File: config.mk
export PLATFORM = sky130hd
export DESIGN_NAME = keypad_scan
export DESIGN_NICKNAME = d
export VERILOG_FILES = /design/src/rtl/doorlock_pkg.sv /design/src/rtl/keypad_sync.sv /design/src/rtl/keypad_scan.sv
export SDC_FILE = /design/constraint.sdc
export NUM_CORES = 1
export LEC_CHECK = 0
export ABC_CLOCK_PERIOD_IN_PS = 11990
export BUFFER_PORTS_ARGS = -buffer_cell sky130_fd_sc_hd__buf_2
export CAP_MARGIN = 20
export CORE_MARGIN = 2
export CORE_UTILIZATION = 35
export CTS_BUF_LIST = sky130_fd_sc_hd__clkbuf_8
export CTS_CLUSTER_DIAMETER = 80
export DETAILED_ROUTE_END_ITERATION = 6
export PLACE_DENSITY = 0.49
export SYNTH_ARGS = -nofsm -noshare
export SYNTH_HDL_FRONTEND = slang
export SYNTH_SLANG_ARGS = --single-unit
File: constraint.sdc
create_clock -name clk -period 11.99 [get_ports clk]
set_clock_uncertainty 0.15 [all_clocks]
set_input_delay 2.398 -clock clk [delete_from_list [all_inputs] [get_ports clk]]
set_output_delay 2.398 -clock clk [all_outputs]
set_load 0.05 [all_outputs]
File: src/rtl/doorlock_pkg.sv
// doorlock_pkg
//   Shared definitions for the door-lock keypad front end.
//   - KEY_STAR / KEY_HASH : codes reported for the '*' and '#' keys
//   - scan_state_e        : keypad debounce FSM states
//   - frame_class_e       : what one complete scan frame contained
//   - key_code_of()       : (row, column) position -> reported key code
package doorlock_pkg;

  localparam logic [3:0] KEY_STAR = 4'd10;
  localparam logic [3:0] KEY_HASH = 4'd11;

  typedef enum logic [1:0] {
    IDLE     = 2'd0,
    DEBOUNCE = 2'd1,
    PRESSED  = 2'd2,
    RELEASE  = 2'd3
  } scan_state_e;

  typedef enum logic [1:0] {
    FRAME_NONE   = 2'd0,
    FRAME_SINGLE = 2'd1,
    FRAME_MULTI  = 2'd2
  } frame_class_e;

  // Rows 0..2 form the 1..9 block laid out row-major; the bottom row
  // carries '*', '0' and '#'.
  function automatic logic [3:0] key_code_of(input logic [1:0] r, input logic [1:0] c);
    logic [3:0] code;
    if (r == 2'd3) begin
      case (c)
        2'd0:    code = KEY_STAR;
        2'd1:    code = 4'd0;
        default: code = KEY_HASH;
      endcase
    end else begin
      code = ({2'b00, r} * 4'd3) + {2'b00, c} + 4'd1;
    end
    return code;
  endfunction

endpackage

File: src/rtl/keypad_sync.sv
// keypad_sync
//   Two-flop synchronizer for the four asynchronous keypad row lines.
//   Ports:
//     clk  : system clock
//     rst  : synchronous active-high reset, clears both stages
//     d    : raw row lines
//     q    : row lines retimed into the clk domain
module keypad_sync (
  input  logic       clk,
  input  logic       rst,
  input  logic [3:0] d,
  output logic [3:0] q
);

  logic [3:0] meta_q, meta_d;
  logic [3:0] sync_q, sync_d;

  always_comb begin
    meta_d = d;
    sync_d = meta_q;
  end

  always_ff @(posedge clk) begin
    if (rst) begin
      meta_q <= '0;
      sync_q <= '0;
    end else begin
      meta_q <= meta_d;
      sync_q <= sync_d;
    end
  end

  assign q = sync_q;

endmodule

File: src/rtl/keypad_scan.sv
// keypad_scan
//   Scans a 4x3 matrix keypad, debounces whole scan frames and reports
//   accepted keys.
//   Parameters:
//     SCAN_DIV        : clocks each column is driven (>= 4)
//     DEBOUNCE_FRAMES : identical frames needed for a press or a release (>= 1)
//   Ports:
//     clk       : system clock
//     rst       : synchronous active-high reset
//     row       : row return lines, 1 = pressed in the driven column
//     col       : one-hot column drive
//     key_code  : code of the last accepted key
//     key_valid : one-clock pulse on acceptance
//     key_held  : high from acceptance until the release is debounced
module keypad_scan
  import doorlock_pkg::*;
#(
  parameter int SCAN_DIV        = 1000,
  parameter int DEBOUNCE_FRAMES = 4
) (
  input  logic       clk,
  input  logic       rst,
  input  logic [3:0] row,
  output logic [2:0] col,
  output logic [3:0] key_code,
  output logic       key_valid,
  output logic       key_held
);

  localparam int DIV_W = (SCAN_DIV > 1) ? $clog2(SCAN_DIV) : 1;
  localparam int CNT_W = $clog2(DEBOUNCE_FRAMES + 1);
  localparam logic [DIV_W-1:0] DIV_MAX = DIV_W'(SCAN_DIV - 1);
  localparam logic [CNT_W-1:0] CNT_MAX = CNT_W'(DEBOUNCE_FRAMES);
  localparam logic [CNT_W-1:0] CNT_ONE = CNT_W'(1);

  logic [3:0] row_sync;

  keypad_sync u_sync (
    .clk (clk),
    .rst (rst),
    .d   (row),
    .q   (row_sync)
  );

  // Scan datapath state
  logic [DIV_W-1:0] div_q, div_d;
  logic [2:0]       col_q, col_d;
  logic [3:0]       rows_c0_q, rows_c0_d;
  logic [3:0]       rows_c1_q, rows_c1_d;

  // FSM state and registered outputs
  scan_state_e      state_q, state_d;
  logic [3:0]       cand_q, cand_d;
  logic [CNT_W-1:0] count_q, count_d;
  logic [3:0]       key_code_q, key_code_d;
  logic             key_valid_q, key_valid_d;
  logic             key_held_q, key_held_d;

  logic             col_end;
  logic             frame_end;
  logic [2:0][3:0]  frame_rows;
  logic [1:0]       hit_count;
  logic [3:0]       hit_code;
  frame_class_e     frame_class;
  logic [CNT_W-1:0] count_inc;

  assign col_end   = (div_q == DIV_MAX);
  assign frame_end = col_end & col_q[2];

  // Prescaler and column rotation. Rows for the first two columns are
  // parked here; the third column's rows are used live at frame end.
  always_comb begin
    div_d     = col_end ? '0 : div_q + DIV_W'(1);
    col_d     = col_end ? {col_q[1:0], col_q[2]} : col_q;
    rows_c0_d = (col_end && col_q[0]) ? row_sync : rows_c0_q;
    rows_c1_d = (col_end && col_q[1]) ? row_sync : rows_c1_q;
  end

  always_ff @(posedge clk) begin
    if (rst) begin
      div_q     <= '0;
      col_q     <= 3'b001;
      rows_c0_q <= '0;
      rows_c1_q <= '0;
    end else begin
      div_q     <= div_d;
      col_q     <= col_d;
      rows_c0_q <= rows_c0_d;
      rows_c1_q <= rows_c1_d;
    end
  end

  // Frame classification; hit_count saturates at 2 since only
  // "none / one / several" matters.
  always_comb begin
    frame_rows[0] = rows_c0_q;
    frame_rows[1] = rows_c1_q;
    frame_rows[2] = row_sync;
    hit_count     = 2'd0;
    hit_code      = 4'd0;
    for (int c = 0; c < 3; c++) begin
      for (int r = 0; r < 4; r++) begin
        if (frame_rows[c][r]) begin
          if (hit_count != 2'd2) hit_count = hit_count + 2'd1;
          hit_code = key_code_of(2'(r), 2'(c));
        end
      end
    end
    case (hit_count)
      2'd0:    frame_class = FRAME_NONE;
      2'd1:    frame_class = FRAME_SINGLE;
      default: frame_class = FRAME_MULTI;
    endcase
  end

  assign count_inc = (count_q >= CNT_MAX) ? count_q : count_q + CNT_ONE;

  // Debounce FSM, evaluated once per frame. Acceptance and release are
  // resolved after the per-state step so that DEBOUNCE_FRAMES = 1 takes
  // effect on the very first qualifying frame.
  always_comb begin
    state_d     = state_q;
    cand_d      = cand_q;
    count_d     = count_q;
    key_code_d  = key_code_q;
    key_valid_d = 1'b0;
    key_held_d  = key_held_q;
    if (frame_end) begin
      case (state_q)
        IDLE: begin
          if (frame_class == FRAME_SINGLE) begin
            cand_d  = hit_code;
            count_d = CNT_ONE;
            state_d = DEBOUNCE;
          end
        end
        DEBOUNCE: begin
          if (frame_class == FRAME_SINGLE) begin
            if (hit_code == cand_q) begin
              count_d = count_inc;
            end else begin
              cand_d  = hit_code;
              count_d = CNT_ONE;
            end
          end else begin
            count_d = '0;
            state_d = IDLE;
          end
        end
        PRESSED: begin
          if (frame_class == FRAME_NONE) begin
            count_d = CNT_ONE;
            state_d = RELEASE;
          end
        end
        RELEASE: begin
          if (frame_class == FRAME_NONE) begin
            count_d = count_inc;
          end else begin
            count_d = '0;
            state_d = PRESSED;
          end
        end
        default: begin
          count_d = '0;
          state_d = IDLE;
        end
      endcase
      if (state_d == DEBOUNCE && count_d >= CNT_MAX) begin
        key_code_d  = cand_d;
        key_valid_d = 1'b1;
        key_held_d  = 1'b1;
        count_d     = '0;
        state_d     = PRESSED;
      end else if (state_d == RELEASE && count_d >= CNT_MAX) begin
        key_held_d = 1'b0;
        count_d    = '0;
        state_d    = IDLE;
      end
    end
  end

  always_ff @(posedge clk) begin
    if (rst) begin
      state_q     <= IDLE;
      cand_q      <= '0;
      count_q     <= '0;
      key_code_q  <= '0;
      key_valid_q <= 1'b0;
      key_held_q  <= 1'b0;
    end else begin
      state_q     <= state_d;
      cand_q      <= cand_d;
      count_q     <= count_d;
      key_code_q  <= key_code_d;
      key_valid_q <= key_valid_d;
      key_held_q  <= key_held_d;
    end
  end

  assign col       = col_q;
  assign key_code  = key_code_q;
  assign key_valid = key_valid_q;
  assign key_held  = key_held_q;

endmodule

==> qor.csv, run 1 <==
stage;metric;value;unit
status;status;finished, final reports clean;
clocking;clk sinks;44;
run;maxcap violations;0;
critical_path;r2r endpoint;key_code[0];
power;worst vdd ir;49.66;uV
critical_path;Worst Path Required;12030;ps
layout;P&R area growth vs syn;6.578;%
die;Core Region;9864;sq um
global_routing;GR Util All Layers;0.1581;
route;Via Count;3226;
global_routing;grt ovf;0;
clocking;CTS tree;built;
logic_synthesis;Distinct cells, synth;87;
power;sequential fraction of design power;0.544;
logic_synthesis;ys async rst share;0;
sta;Setup-failing EPs final;0;
power;P_sw;72.48;uW
logic_synthesis;EDFF count, synth;0;
layout;NumNets Final;459;
global_routing;met3 usage;0.02870;
global_routing;first-pass GRT wire length;14.69;mm
sta;Peak Freq;0.1568;GHz
clocking;Worst-path clk slew;90;ps
critical_path;family with the most delay on the worst path;compound AO/OA/AOI/OAI gates;
clocking;root buffer cell;clkbuf_8;
sta;slew margin rel.;0.4494;
logic_synthesis;mapped cell area;3576;sq um
logic_synthesis;YS warnings;0;
global_routing;routing usage on met2;0.2579;
layout;commonest non-fill, non-tap cell in the layout;nand2_1;
clocking;clk_lat worst skew;300;ps
die;Rows;36;
layout;most frequent cells in the layout;48 x nand2_1, 44 x dfxtp_1, 39 x nor2_1;
critical_path;worst setup path category;register to register;
power;sw frac;0.2601;
global_routing;initial antenna violation count;0;
logic_synthesis;syn avg cell area;8.000;sq um
placement;Placed Cells;569;
logic_synthesis;top cell type's share of synthesized area;0.2463;
min_path;Hold WC Path Type;register to register;
global_routing;gr busiest metal;met2;
die;Initial Util;0.3625;
power;clock network power share;0.356;
sta;worst-margin pin slew;824.7;ps
logic_synthesis;cell taking the most area after synthesis;dfxtp_1;
power;Logic pwr share;0.100;
power;leakage power;0.001325;uW
critical_path;CP peak stage delay;680;ps
route;DRC;0;
layout;final std cells w/o fill;577;
critical_path;cell chain of the critical path;inv_1 -> ha_1 -> or4b_1 -> o211ai_2 -> o22ai_4 -> or4_1 -> o2111a_1 -> a221oi_4 -> nor3_2 -> nor4_4 -> mux2i_1 -> o21bai_1 -> ha_1 -> a221oi_4 -> ha_1 -> a22o_1 -> or3_1 -> o311a_1 -> a21oi_4 -> nor3_2 -> o22a_1;
power;pwr dens;73.12;nW/um^2
route;Iter 0 DRT Violations;113;
global_routing;number of global-route vias before repair;3033;
logic_synthesis;Seq cells post-synth;44;
critical_path;CP max-delay cell;or4b_1;
placement;GPL Wtd Cong;0.8712;
critical_path;CP Capture Point;key_code[0];
critical_path;CP startpoint;rows_c0_q[0];
sta;RSZ-0062 raised after global routing;no;
clocking;PostCTS Resize Cnt;0;
global_routing;pin count of the biggest net entering global routing;32;
critical_path;type of origin of the critical path;register;
die;Die Ht;105.1;microns
clocking;htree depth;2;
route;WL per Instance;14.54;microns
logic_synthesis;synth top area cells;dfxtp_1 25%, nand2_1 5.0%, a21oi_1 4.5%;
critical_path;CP endpoint kind;register;
layout;final design utilization;0.3864;
critical_path;critical path fanouts, max;8;
logic_synthesis;Syn Inst Count;447;
clocking;TritonCTS Buffers;5;
die;I/O pins;15;
sta;final hold vios;0;
layout;share of cells above drive strength 1;0.1351;
clocking;postcts setup bufs;0;
sta;fin. max-slew vios;0;
clocking;post-cts hold buffer count;0;
placement;HPWL after DPL;6.442;mm
critical_path;Crit path arrival time;6420;ps
sta;fin crit share;0.5319;
die;DIE AREA;11040;sq um
route;Post-Route WL;8.388;mm
clocking;Clock Tree Buf Depth;2;
critical_path;Worst Path Buf+Inv;1;
logic_synthesis;commonest register cell after synthesis;dfxtp_1;
logic_synthesis;sequential-to-total area share from yosys stat;0.2463;
critical_path;stages on the worst setup path;21;
route;Via density;5.591;
route;DRT antenna net count;0;
logic_synthesis;Syn Nets;463;
critical_path;worst r2r src;rows_c0_q[0];
route;1st-pass router iterations;5;
sta;Tmin final;6378;ps
die;Die Wd;105.1;microns
power;P_int;206.2;uW
critical_path;Top cell by count, worst path;ha_1;
placement;IO buf count;14;
critical_path;reg2reg path depth;21;
critical_path;R2R Setup Slk;5610;ps
power;Tot Pwr;278.7;uW
layout;ant diodes;0;
global_routing;met1 usage;0.2154;
sta;setup tns final;0;ps
worst reg2reg max path: stages (launching register included):
cell and delay [ps]:
dfxtp_1 410, inv_1 90, ha_1 370, or4b_1 680
o211ai_2 170, o22ai_4 150, or4_1 530, o2111a_1 180
a221oi_4 370, nor3_2 120, nor4_4 390, mux2i_1 170
o21bai_1 180, ha_1 360, a221oi_4 100, ha_1 230
a22o_1 280, or3_1 420, o311a_1 380, a21oi_4 250
nor3_2 100, o22a_1 200
how the worst min path moves through the flow:
stage | start | cells past startpoint | slack (ps) | endpoint
floorplan | u_sync.meta_q[0] | 1 | 260 | u_sync.q[0]
global placement | u_sync.meta_q[1] | 1 | 270 | u_sync.q[1]
detailed placement | u_sync.meta_q[1] | 1 | 270 | u_sync.q[1]
CTS | u_sync.meta_q[1] | 1 | 290 | u_sync.q[1]
global route | u_sync.meta_q[1] | 1 | 300 | u_sync.q[1]
finish | u_sync.meta_q[1] | 1 | 290 | u_sync.q[1]
synth_stat cells (all sizes together), types with 4 or more instances:
cell type,n
a211oi,5
a21oi,33
a31oi,5
and2,4
buf,7
clkbuf,18
dfxtp,44
ha,10
inv,16
mux2i,9
nand2,48
nand2b,6
nand3,20
nor2,40
nor2b,13
nor3,13
nor4,9
o2111ai,5
o211a,5
o211ai,9
o21a,8
o21ai,20
o31ai,5
or2,6
or3,6
xnor2,12
xor2,9
per-layer routing:
metal,vias up,part of all wire
met5,-,0
met2,50,0.47
met1,1522,0.49
met4,0,0.011
met3,10,0.026
li1,1644,-
power by group through the flow:
stage                     Combinational, uW  Clock [uW]  Sequential (uW)
after floorplan                        24.2           0              152
after global placement                 28.0           0              155
after detailed placement               28.2           0              155
after CTS                              28.3         103              152
after global routing                   31.6         107              152
final                                  27.9        99.3              152
area by class of cell:
class,count,area [sq um]
fillers,1030,6053
repair buffers,14,70.07
well taps,133,166.4
inverters,18,67.56
clock inverters,2,15.01
multi-input cells,360,2529
clock buffers,6,82.58
flip-flops and latches,44,880.8
registers in the layout, indices dropped and copies added, names as in the netlist, 3 cells and up:
signal         cells
div_q             10
cand_q             4
key_code           4
rows_c0_q          4
rows_c1_q          4
u_sync.meta_q      4
u_sync.q           4
col                3
count_q            3
cell families after synthesis:
logic type,Yosys count,share of synthesized area
xor gates and xnor gates,21,0.05563
DFF,44,0.2463
AOI/OAI and AO/OA,139,0.3156
muxes,12,0.03884
buffers and inverters,43,0.04654
and+or+nand+nor,178,0.2621
adders and majority gates,10,0.03499
through the flow:
step | hold slack, ps | cell area, sq um | setup WS (ps)
final | 291.0 | 3811 | 5612
after CTS | 294.7 | 3811 | 5605
after global routing | 305.0 | 3811 | 5114
after detailed placement | 272.3 | 3714 | 5639
after floorplan | 263.8 | 3576 | 6125
after global placement | 266.0 | 3714 | 5770
Power figures use the tool's default switching activity.
==> inputs of run 2 (changes only) <==
--- a/config.mk
+++ b/config.mk
@@ -5,7 +5,8 @@
 export SDC_FILE = /design/constraint.sdc
 export NUM_CORES = 1
 export LEC_CHECK = 0
-export ABC_CLOCK_PERIOD_IN_PS = 11990
+export ABC_AREA = 1
+export ABC_CLOCK_PERIOD_IN_PS = 5600
 export BUFFER_PORTS_ARGS = -buffer_cell sky130_fd_sc_hd__buf_2
 export CAP_MARGIN = 20
 export CORE_MARGIN = 2
@@ -13,7 +14,7 @@
 export CTS_BUF_LIST = sky130_fd_sc_hd__clkbuf_8
 export CTS_CLUSTER_DIAMETER = 80
 export DETAILED_ROUTE_END_ITERATION = 6
-export PLACE_DENSITY = 0.49
+export PLACE_DENSITY = 0.51
 export SYNTH_ARGS = -nofsm -noshare
 export SYNTH_HDL_FRONTEND = slang
 export SYNTH_SLANG_ARGS = --single-unit
==> constraint.sdc (replaced) <==
create_clock -name clk -period 5.6 [get_ports clk]
set_clock_uncertainty 0.15 [all_clocks]
set_input_delay 1.12 -clock clk [delete_from_list [all_inputs] [get_ports clk]]
set_output_delay 1.12 -clock clk [all_outputs]
set_load 0.05 [all_outputs]
==> run 2 against run 1 <==
Effect of this change: sequential power is 110% higher; core utilization grew 0.72 points; critical path depth increased by 15; sequential cell count stayed put; worst setup slack worse by 5000 ps; hold slack lost 35 ps; die area fell by 10%; register-to-register slack lost 5000 ps; first-iteration DRC count is 0.88% higher; non-clock buffer count unchanged; global-route usage down 1.3 points; final cell count up 5.9%; highest routed layer unchanged.
==> qor.csv, run 2 <==
stage;metric;value;unit
logic_synthesis;EDFF count, synth;0;
layout;footprint of the multi-input gates;2031;sq um
die;I/O pins;15;
power;pwr dens;180.8;nW/um^2
power;P_int;469.7;uW
global_routing;number of global-route vias before repair;2747;
logic_synthesis;ys async rst share;0;
route;Via Count;3004;
clocking;Worst-path clk slew;80;ps
clocking;Clock Tree Buf Depth;2;
placement;GPL Wtd Cong;0.8340;
die;Initial Util;0.3639;
global_routing;first-pass GRT wire length;12.19;mm
power;worst vdd ir;145.0;uV
clocking;post-cts hold buffer count;0;
logic_synthesis;commonest cells in the netlist;115 x nand2_1, 61 x nor2_1, 52 x inv_1, 47 x nand3_1, 44 x dfxtp_1;
route;Iter 0 DRT Violations;114;
global_routing;GR Util All Layers;0.1446;
layout;share of cells above drive strength 1;0.1789;
route;1st-pass router iterations;4;
placement;Placed Cells;603;
clocking;PostCTS Resize Cnt;0;
route;Post-Route WL;6.912;mm
sta;Setup-failing EPs final;0;
logic_synthesis;synth top area cells;dfxtp_1 27%, nand2_1 13%, nand3_1 7.3%;
min_path;worst hold stages;2;
logic_synthesis;top cell type's share of synthesized area;0.2749;
clocking;htree depth;2;
global_routing;initial antenna violation count;0;
logic_synthesis;most frequent cell after synthesis;nand2_1;
sta;fin crit share;0.8843;
route;DRC;0;
critical_path;critical path fanouts, max;6;
die;Rows;34;
clocking;postcts setup bufs;0;
route;Via density;4.917;
power;leakage power;0.001603;uW
power;clock network power share;0.388;
logic_synthesis;Syn Nets;508;
layout;commonest non-fill, non-tap cell in the layout;nand2_1;
die;Core Region;8806;sq um
sta;worst-margin pin slew;583.1;ps
layout;final std cells w/o fill;611;
logic_synthesis;Syn Inst Count;492;
layout;max FFs per register;10;
sta;Peak Freq;0.2019;GHz
layout;P&R area growth vs syn;8.161;%
logic_synthesis;mapped cell area;3204;sq um
critical_path;worst setup path category;register to register;
power;sw frac;0.2505;
layout;ant diodes;0;
layout;register area;880.8;sq um
power;P_sw;157.0;uW
critical_path;R2R Setup Slk;650;ps
layout;Reg with most FFs;div_q;
min_path;Hold Path Origin;u_sync.meta_q[0];
global_routing;pin count of the biggest net entering global routing;24;
layout;Fill cells;973;
placement;HPWL after DPL;5.475;mm
critical_path;CP startpoint;rows_c0_q[1];
critical_path;worst r2r src;rows_c0_q[1];
clocking;TritonCTS Buffers;5;
die;Die Ht;99.68;microns
critical_path;family with the most delay on the worst path;simple AND/OR/NAND/NOR gates;
route;WL per Instance;11.31;microns
critical_path;CP endpoint kind;register;
critical_path;Worst Path Buf+Inv;2;
clocking;clk_lat worst skew;300;ps
critical_path;Worst Path Required;5620;ps
min_path;Hold WC Path Type;register to register;
critical_path;reg2reg path depth;36;
logic_synthesis;Seq cells post-synth;44;
critical_path;r2r endpoint;count_q[1];
logic_synthesis;cell taking the most area after synthesis;dfxtp_1;
critical_path;CP max-delay cell;dfxtp_1;
die;DIE AREA;9936;sq um
critical_path;Top cell by count, worst path;nand2_1;
clocking;clk sinks;44;
power;sequential fraction of design power;0.512;
logic_synthesis;syn avg cell area;6.513;sq um
logic_synthesis;sequential-to-total area share from yosys stat;0.2749;
status;status;finished, final reports clean;
sta;Tmin final;4952;ps
sta;RSZ-0062 raised after global routing;no;
sta;slew margin rel.;0.6098;
sta;final hold vios;0;
sta;setup tns final;0;ps
min_path;Worst Hold End;u_sync.q[0];
layout;NumNets Final;518;
global_routing;grt ovf;0;
power;Tot Pwr;626.7;uW
run;maxcap violations;0;
layout;most frequent cells in the layout;115 x nand2_1, 61 x nor2_1, 52 x inv_1;
clocking;CTS tree;built;
die;Die Wd;99.68;microns
sta;fin. max-slew vios;0;
placement;IO buf count;14;
critical_path;CP peak stage delay;390;ps
critical_path;type of origin of the critical path;register;
logic_synthesis;YS warnings;0;
critical_path;Crit path arrival time;4970;ps
logic_synthesis;Distinct cells, synth;38;
clocking;root buffer cell;clkbuf_8;
power;Logic pwr share;0.100;
logic_synthesis;commonest register cell after synthesis;dfxtp_1;
route;DRT antenna net count;0;
-- run 2: changes by cell type in the layout (fill, tap and decap cells not counted), moves of 9 or more --
cell / delta
nand3_2: +11
nand2_2: +23
mux2i_1: -9
a21oi_1: -14
nand2_1: +67
nand2_4: +9
inv_1: +36
nor2_1: +22
nor2b_1: -13
nand3_1: +27
-- run 2: stage by stage --
step	util	hold WS [ps]	worst slack (ps)	cell area, sq um
4_1_cts	0.3936	261.5	634.3	3466
6_report	0.3936	256.2	648.0	3466
3_5_place_dp	0.3809	249.2	653.7	3354
5_1_grt	0.3936	271.1	63.63	3466
3_3_place_gp	0.3809	247.1	730.5	3354
2_1_floorplan	-	238.3	1144	3204
-- run 2: routing by layer --
metal  track usage  routed length [microns]
met2        0.2453                     3176
met1        0.1938                     3406
met3       0.01687                      176
met4       0.04110                      153
met5             0                        0
-- run 2: kinds of logic after synthesis --
kind of cell               after synthesis  synth area share
buffers and inverters                   73           0.09137
xor gates and xnor gates                 7           0.01913
AOI/OAI and AO/OA                       58            0.1074
DFF                                     44            0.2749
adders and majority gates               10           0.03905
and+or+nand+nor                        300            0.4682
-- run 2: final cells by class --
| class | count | share of cell area |
|---|---|---|
| repair buffers | 14 | 0.02022 |
| multi-input cells | 375 | 0.5859 |
| clock buffers | 5 | 0.01986 |
| clock inverters | 3 | 0.01227 |
| flip-flops and latches | 44 | 0.2542 |
| inverters | 62 | 0.06859 |
| well taps | 108 | 0.03899 |
-- run 2: worst min-delay path: cells and delay by family, from the launching register on --
kind	cells	cell delay (ps)
buffers and inverters	1	40
flip-flops	1	300
AND/OR/NAND/NOR	1	30
-- run 2: power groups by stage --
| stage | sequential, uW | clock, uW | combinational, uW |
|---|---|---|---|
| floorplan | 327 | 0 | 51.6 |
| global placement | 328 | 0 | 62.9 |
| detailed placement | 328 | 0 | 63.5 |
| CTS | 321 | 253 | 63.7 |
| global route | 322 | 264 | 72.3 |
| finish | 321 | 243 | 62.8 |
-- run 2: how the worst max path moves through the flow --
stage	to	cells after the start
3_3_place_gp	count_q[1]	36
2_1_floorplan	count_q[0]	37
5_1_grt	count_q[0]	37
3_5_place_dp	count_q[0]	37
6_report	count_q[1]	36
4_1_cts	count_q[0]	37
